--- src/rtl/alu_arbiter.sv ---
// Two-requester front end sharing one registered ALU through an IDLE/EXEC/RESP FSM.
// ALU_ARB_ROUND_ROBIN_EN selects alternating grants; default is fixed priority to requester 0.

`ifndef CPU_WORD_WIDTH
`define CPU_WORD_WIDTH 32
`endif
`ifndef CPU_ENUM_ALU_OPER_SIZE_MSB_POS
`define CPU_ENUM_ALU_OPER_SIZE_MSB_POS 3
`endif
`ifndef CPU_ENUM_FLAGS_POS_MSB_POS
`define CPU_ENUM_FLAGS_POS_MSB_POS 3
`endif

package alu_arb_pkg;
  typedef enum logic [3:0] {
    Alu_Add = 4'd0,
    Alu_Sub = 4'd1,
    Alu_Adc = 4'd2,
    Alu_Sbc = 4'd3,
    Alu_And = 4'd4,
    Alu_Or  = 4'd5,
    Alu_Xor = 4'd6,
    Alu_Shl = 4'd7,
    Alu_Shr = 4'd8
  } alu_oper_e;

  localparam int FlagZ = 0;
  localparam int FlagC = 1;
  localparam int FlagV = 2;
  localparam int FlagN = 3;
endpackage

// Combinational ALU; carry after subtract means "no borrow".
// Shifts move a by one bit, the bit shifted out lands in FlagC.
module alu
  import alu_arb_pkg::*;
#(
  parameter int WORD_W  = 32,
  parameter int OPER_W  = 4,
  parameter int FLAGS_W = 4
) (
  input  logic [WORD_W-1:0]  a,
  input  logic [WORD_W-1:0]  b,
  input  logic [OPER_W-1:0]  oper,
  input  logic [FLAGS_W-1:0] flags_in,
  output logic [WORD_W-1:0]  out,
  output logic [FLAGS_W-1:0] flags_out
);
  localparam int M = WORD_W - 1;

  logic [WORD_W:0]   sum;
  logic [WORD_W-1:0] res;
  logic              c;
  logic              v;
  logic [WORD_W:0]   cin;

  assign cin = (WORD_W+1)'(flags_in[FlagC]);

  // Operation decode and flag generation.
  always_comb begin
    sum = '0;
    res = '0;
    c   = flags_in[FlagC];
    v   = flags_in[FlagV];
    case (oper)
      OPER_W'(Alu_Add): begin
        sum = {1'b0, a} + {1'b0, b};
        res = sum[M:0];
        c   = sum[WORD_W];
        v   = (a[M] == b[M]) && (res[M] != a[M]);
      end
      OPER_W'(Alu_Adc): begin
        sum = {1'b0, a} + {1'b0, b} + cin;
        res = sum[M:0];
        c   = sum[WORD_W];
        v   = (a[M] == b[M]) && (res[M] != a[M]);
      end
      OPER_W'(Alu_Sub): begin
        sum = {1'b0, a} + {1'b0, ~b}
            + (WORD_W+1)'(1);
        res = sum[M:0];
        c   = sum[WORD_W];
        v   = (a[M] != b[M]) && (res[M] != a[M]);
      end
      OPER_W'(Alu_Sbc): begin
        sum = {1'b0, a} + {1'b0, ~b} + cin;
        res = sum[M:0];
        c   = sum[WORD_W];
        v   = (a[M] != b[M]) && (res[M] != a[M]);
      end
      OPER_W'(Alu_And): res = a & b;
      OPER_W'(Alu_Or):  res = a | b;
      OPER_W'(Alu_Xor): res = a ^ b;
      OPER_W'(Alu_Shl): begin
        res = {a[M-1:0], 1'b0};
        c   = a[M];
      end
      OPER_W'(Alu_Shr): begin
        res = {1'b0, a[M:1]};
        c   = a[0];
      end
      default: res = '0;
    endcase
    out              = res;
    flags_out        = flags_in;
    flags_out[FlagZ] = (res == '0);
    flags_out[FlagC] = c;
    flags_out[FlagV] = v;
    flags_out[FlagN] = res[M];
  end
endmodule

module alu_arbiter
  import alu_arb_pkg::*;
#(
  parameter int WORD_W  = `CPU_WORD_WIDTH,
  parameter int OPER_W  = `CPU_ENUM_ALU_OPER_SIZE_MSB_POS+1,
  parameter int FLAGS_W = `CPU_ENUM_FLAGS_POS_MSB_POS+1
) (
  input  logic               clk,
  input  logic               rst_n,
  input  logic               req_valid_0,
  input  logic               req_valid_1,
  output logic               req_ready_0,
  output logic               req_ready_1,
  input  logic [WORD_W-1:0]  req_a_0,
  input  logic [WORD_W-1:0]  req_b_0,
  input  logic [WORD_W-1:0]  req_a_1,
  input  logic [WORD_W-1:0]  req_b_1,
  input  logic [OPER_W-1:0]  req_oper_0,
  input  logic [OPER_W-1:0]  req_oper_1,
  input  logic [FLAGS_W-1:0] req_flags_0,
  input  logic [FLAGS_W-1:0] req_flags_1,
  output logic               rsp_valid_0,
  output logic               rsp_valid_1,
  input  logic               rsp_ready_0,
  input  logic               rsp_ready_1,
  output logic [WORD_W-1:0]  rsp_out,
  output logic [FLAGS_W-1:0] rsp_flags,
  output logic               busy
);
  typedef enum logic [1:0] {
    IDLE = 2'd0,
    EXEC = 2'd1,
    RESP = 2'd2
  } state_e;

  state_e             state_q;
  logic [WORD_W-1:0]  a_q;
  logic [WORD_W-1:0]  b_q;
  logic [OPER_W-1:0]  oper_q;
  logic [FLAGS_W-1:0] flags_q;
  logic               idx_q;
  logic               last_grant_q;

  logic               both_win;
  logic               win;
  logic               accept;
  logic               rsp_take;
  logic [WORD_W-1:0]  alu_out;
  logic [FLAGS_W-1:0] alu_flags;

  alu #(
    .WORD_W (WORD_W),
    .OPER_W (OPER_W),
    .FLAGS_W(FLAGS_W)
  ) u_alu (
    .a        (a_q),
    .b        (b_q),
    .oper     (oper_q),
    .flags_in (flags_q),
    .out      (alu_out),
    .flags_out(alu_flags)
  );

`ifdef ALU_ARB_ROUND_ROBIN_EN
  assign both_win = ~last_grant_q;
`else
  // last_grant is kept up to date but never steers the grant here.
  assign both_win = 1'b0 & last_grant_q;
`endif

  // Winner select among pending requesters.
  always_comb begin
    win = 1'b0;
    unique case (1'b1)
      req_valid_0 && req_valid_1:  win = both_win;
      !req_valid_0 && req_valid_1: win = 1'b1;
      default:                     win = 1'b0;
    endcase
  end

  assign accept = rst_n && (state_q == IDLE)
               && (req_valid_0 || req_valid_1);
  assign req_ready_0 = accept && !win;
  assign req_ready_1 = accept && win;

  assign rsp_valid_0 = (state_q == RESP) && !idx_q;
  assign rsp_valid_1 = (state_q == RESP) && idx_q;
  assign busy        = (state_q != IDLE);

  assign rsp_take = idx_q ? rsp_ready_1 : rsp_ready_0;

  // Accept, execute, then hold the result until its owner takes it.
  always_ff @(posedge clk or negedge rst_n) begin
    if (!rst_n) begin
      state_q      <= IDLE;
      last_grant_q <= 1'b1;
      idx_q        <= 1'b0;
      a_q          <= '0;
      b_q          <= '0;
      oper_q       <= '0;
      flags_q      <= '0;
      rsp_out      <= '0;
      rsp_flags    <= '0;
    end else begin
      case (state_q)
        IDLE: begin
          if (accept) begin
            idx_q        <= win;
            last_grant_q <= win;
            a_q          <= win ? req_a_1 : req_a_0;
            b_q          <= win ? req_b_1 : req_b_0;
            oper_q       <= win ? req_oper_1
                                : req_oper_0;
            flags_q      <= win ? req_flags_1
                                : req_flags_0;
            state_q      <= EXEC;
          end
        end
        EXEC: begin
          rsp_out   <= alu_out;
          rsp_flags <= alu_flags;
          state_q   <= RESP;
        end
        RESP: begin
          if (rsp_take) state_q <= IDLE;
        end
        default: state_q <= IDLE;
      endcase
    end
  end
endmodule

--- config.mk ---
export PLATFORM = sky130hd
export DESIGN_NAME = alu_arbiter
export DESIGN_NICKNAME = d
export VERILOG_FILES = /design/src/rtl/alu_arbiter.sv
export SDC_FILE = /design/constraint.sdc
export NUM_CORES = 1
export LEC_CHECK = 0
export ABC_AREA = 1
export CORE_UTILIZATION = 45
export CTS_CLUSTER_SIZE = 14
export DETAILED_ROUTE_END_ITERATION = 10
export PLACE_DENSITY = 0.78
export SETUP_SLACK_MARGIN = 0.4
export SYNTH_ARGS = -nofsm -noshare
export SYNTH_HDL_FRONTEND = slang
export SYNTH_HIERARCHICAL = 1
export SYNTH_SLANG_ARGS = --single-unit
--- constraint.sdc ---
create_clock -name clk -period 7.05 [get_ports clk]
set_input_delay 1.0575 -clock clk [delete_from_list [all_inputs] [get_ports clk]]
set_output_delay 1.0575 -clock clk [all_outputs]
set_load 0.05 [all_outputs]
# After elaboration in Yosys (flattened, before gate mapping)
# Cells that the tools add are included.
totals:
  out_inout_bits: 41
  word_cells: 68
  regBits: 110
  in_bits: 150
classes:
  n_reduce_logical: 21
  addsub: 5
  bitwise: 4
  mux: 12
  n_eq_ne: 18
op_table:
  columns: ["op", "count"]
  rows:
  - ["$pmux 32 s9", 1]
  - ["$add 32x32->33", 2]
  - ["$add 33x1->33", 2]
  - ["$mux 32", 2]
  - ["$add 33x1->33 const B", 1]
  - ["$and 32x32->32", 1]
  - ["$logic_not 32->1", 1]
  - ["$not 32->32", 1]
  - ["$or 32x32->32", 1]
  - ["$xor 32x32->32", 1]
  - ["$eq 4x3->1 const B", 4]
  - ["$logic_and 1x1->1", 11]
  - ["$eq 4x2->1 const B", 2]
  - ["$pmux 1 s6", 1]
  - ["$pmux 2 s3", 1]
  - ["$ne 1x1->1", 5]
  - ["$eq 4x1->1 const B", 1]
  - ["$eq 4x4->1 const B", 1]
  - ["$logic_not 4->1", 1]
  - ["$mux 2", 2]
  - ["$mux 4", 1]
  - ["$ne 2x2->1 const B", 2]
  - ["$pmux 1 s4", 1]
  - ["$reduce_and 2->1", 2]
  - ["9 further kinds", 12]

# Longest topological paths before layout
depth:
  depth_word: 6
  ltp_mapped: 30

# Modules after synthesis
# Netlist, hierarchy kept.
modules_own_cells:
  columns: ["mod", "area_per_inst_um2", "cells_each", "instances", "seq_area_each_um2"]
  rows:
  - ["alu", 11015.6, 2221, 1, 0.0]
  - ["alu_arbiter", 5282.6, 726, 1, 2777.7]

# Least setup slack after synthesis
# Ideal clock, no wire load.
synth_timing:
  path_kind: "input to output"
  startpoint: "input req_valid_0"
  endpoint: "output req_ready_0"
  path_stages: 5
  arrival_ns: 2.205
  required_time_ns: 5.992
  setup_slack_ns: 3.787
  cell_sequence: "inv_1 nand2_1 nand3_1 clkbuf_1 a21oi_1"
synth_via:
  elab_chain_cells: 5
synth_rtl:
  columns: ["element", "line", "source"]
  rows:
  - ["start, declared", "122", "input logic req_valid_0,"]
  - ["$logic_not 1->1", "188", "!req_valid_0 && req_valid_1: win = 1'b1;"]
  - ["$logic_and 1x1->1", "188", null]
  - ["$mux 1", "186", "unique case (1'b1)"]
  - ["$logic_not 1->1", "195", "assign req_ready_0 = accept && !win;"]
  - ["$logic_and 1x1->1 *", "195", null]
  - ["end, declared", "124", "output logic req_ready_0,"]
# Every way passes the cells marked *; elsewhere a longest branch is shown, timed or not.

# Worst setup path after layout
layout_timing:
  startpoint: "register a_q[2]"
  endpoint: "register rsp_flags[0]"
layout_via:
  elab_chain_cells: 4
layout_rtl:
  columns: ["element", "line", "source"]
  rows:
  - ["start, declared", "149", "logic [WORD_W-1:0] a_q;"]
  - ["start signal, assigned", "222", "a_q <= win ? req_a_1 : req_a_0;"]
  - ["$add 32x32->33, on equally long branches", null, null]
  - ["$add 33x1->33, on equally long branches", "86, 73, 80", null]
  - ["$pmux 32 s9 *", "65", "case (oper)"]
  - ["$logic_not 32->1 *", "106", "flags_out[FlagZ] = (res == '0);"]
  - ["named net alu_flags[0]", "161", "logic [FLAGS_W-1:0] alu_flags;"]
  - ["end signal, assigned", "233", "rsp_flags <= alu_flags;"]
  - ["end, declared", "139", "output logic [FLAGS_W-1:0] rsp_flags,"]
# The timed path passes the listed nets; every way through them passes the cells marked *.
# A chain may end at the register's enable or synchronous reset.

==> results.cfg <==
[setup_path]
max_stage_delay_ns = 0.69
crit_type = reg2reg
arrival_ns = 4.94
cpMostUsedCell = nand2_1
reg2regPathDepth = 28
startpoint_type = flip-flop
required_ns = 7.38
crit_slowest_cell = ha_1
r2r_start = a_q[2]$_DFFE_PN0P_
rrSetupSlack_ns = 2.44
r2r-end = rsp_flags[0]$_DFFE_PN0N_
critPathLaunch = a_q[2]$_DFFE_PN0P_
path_max_fanout = 12
endpoint_kind = flip-flop

[layout]
area_growth_pct = 14.1
final_common_cell = nand2_1
register_area_um2 = 2730
fin_nets = 3301
antenna_cells = 0
nFillCells = 3857
drive_above_1_share_pct = 6.47
multiInputGateArea_um2 = 11300
layout_common_cells = nand2_1 (1,179), inv_1 (395), nand3_1 (344)

[clock_network]
clkLatencyLatePin_ns = 0.40
cts_setup_buffers = 0
clk_pin_slew_worst_paths_ns = 0.08
root_buffer = clkbuf_16
post_cts_resized = 0
cts_tree = yes
cts.sinks = 109
cts_hold_buffers = 0
cts_buffers = 9
cts_buffer_depth = 2
htree_levels = 3

[die]
num_rows = 69
die_area_um2 = 36800
die_w_um = 192
io_pins = 191
coreArea_um2 = 35500
fp.dieH_um = 192
start_util_pct = 45.7

[drt]
wl_per_cell_um = 18.4
drtPass1Iterations = 7
vias_per_cell = 5.48
finalWirelength_mm = 64.6
final_antenna_net_count = 0
vias = 19200
drcViolationCount = 0
first_iter_violations = 1583

[timing]
fmax_ghz = 0.217
post-route-period-util_pct = 65.4
worst_clock_skew_ns = 0.0205
drv_slew = 0
rsz0062_at_grt = no
worstMarginPinSlew_ns = 1.17
hold_slack_ns = 0.473
tns_ns = 0
hold_violations = 0
setup_viol = 0
fin_crit_ns = 4.61
slew_headroom_pct = 21.5

[grt]
top_usage_layer = met2
grt_use_met3_pct = 5.30
overflow = 0
antenna_found_initial = 2
grt_pass1_wl_mm = 96.2
grt_use_met1_pct = 47.1
grt_pass1_vias = 17300
grt_max_degree = 72
grtUsageTotal_pct = 35.1
grt_util_met2_pct = 55.7

[logic_synthesis]
netlist_area_um2 = 16200
syn_area_per_cell_um2 = 5.52
netlist_instances = 2933
syn-num-nets = 3196
ys_warn_count = 6

[hold_path]
hold_path.class = reg2reg
worst_hold_startpoint = rsp_out[28]$_DFFE_PN0N_
worstHoldEndpoint = rsp_out[28]$_DFFE_PN0N_
hold_depth = 2

[place]
numPortBuffers = 186
dp_hpwl_mm = 54.1
place_congestion = 0.996

[status]
outcome = finished clean

[job]
cap_violations = 0
[through the flow]
step	area (µm²)	setup WS (ns)	std cells	utilization, %
final	18500	2.44	3504	52.1
after global routing	18500	2.07	3504	52.1
after CTS	18500	2.58	3504	52.1
after detailed placement	18200	2.63	3488	51.2
after global placement	18200	2.69	3488	51.2
after floorplan	16200	3.79	2933	-
[area by class of cell]
class	instances	area share, %
multi-input cells	2292	61.2
flip-flops and latches	109	14.8
repair buffers	199	10.6
inverters	427	8.70
well taps	461	3.12
clock buffers	9	1.22
clock inverters	7	0.406
[state kept, by name, indices dropped and copies added (netlist names)]
name       count
state_q        2
oper_q         4
flags_q        2
b_q           32
rsp_flags      4
idx_q          1
a_q           32
rsp_out       32
[metal layers]
layer	share of wire (%)	up-vias
met3	8.3	112
met1	44	8836
li1	-	9413
met2	44	832
met4	3.9	2
met5	0.020	-
[worst max-delay path by stage]
stage | end | slack (ns) | depth (start not counted)
2_1_floorplan | req_ready_0 | 3.79 | 5
3_3_place_gp | rsp_flags[0]$_DFFE_PN0N_ | 2.69 | 28
3_5_place_dp | rsp_flags[0]$_DFFE_PN0N_ | 2.63 | 28
4_1_cts | rsp_flags[0]$_DFFE_PN0N_ | 2.58 | 28
5_1_grt | rsp_flags[0]$_DFFE_PN0N_ | 2.07 | 28
6_report | rsp_flags[0]$_DFFE_PN0N_ | 2.44 | 28
[worst max-delay path, delay by kind of cell, from the launching register on]
family / cells / cell delay (ns)
and+or+nand+nor: 24 / 3.08
DFF: 1 / 0.46
buffers and inverters: 3 / 0.31
adders and majority gates: 1 / 0.69
Power is left out: the tool's default activity adds up to more than one toggle a clock period on the data nets, which glitch-free logic cannot reach.
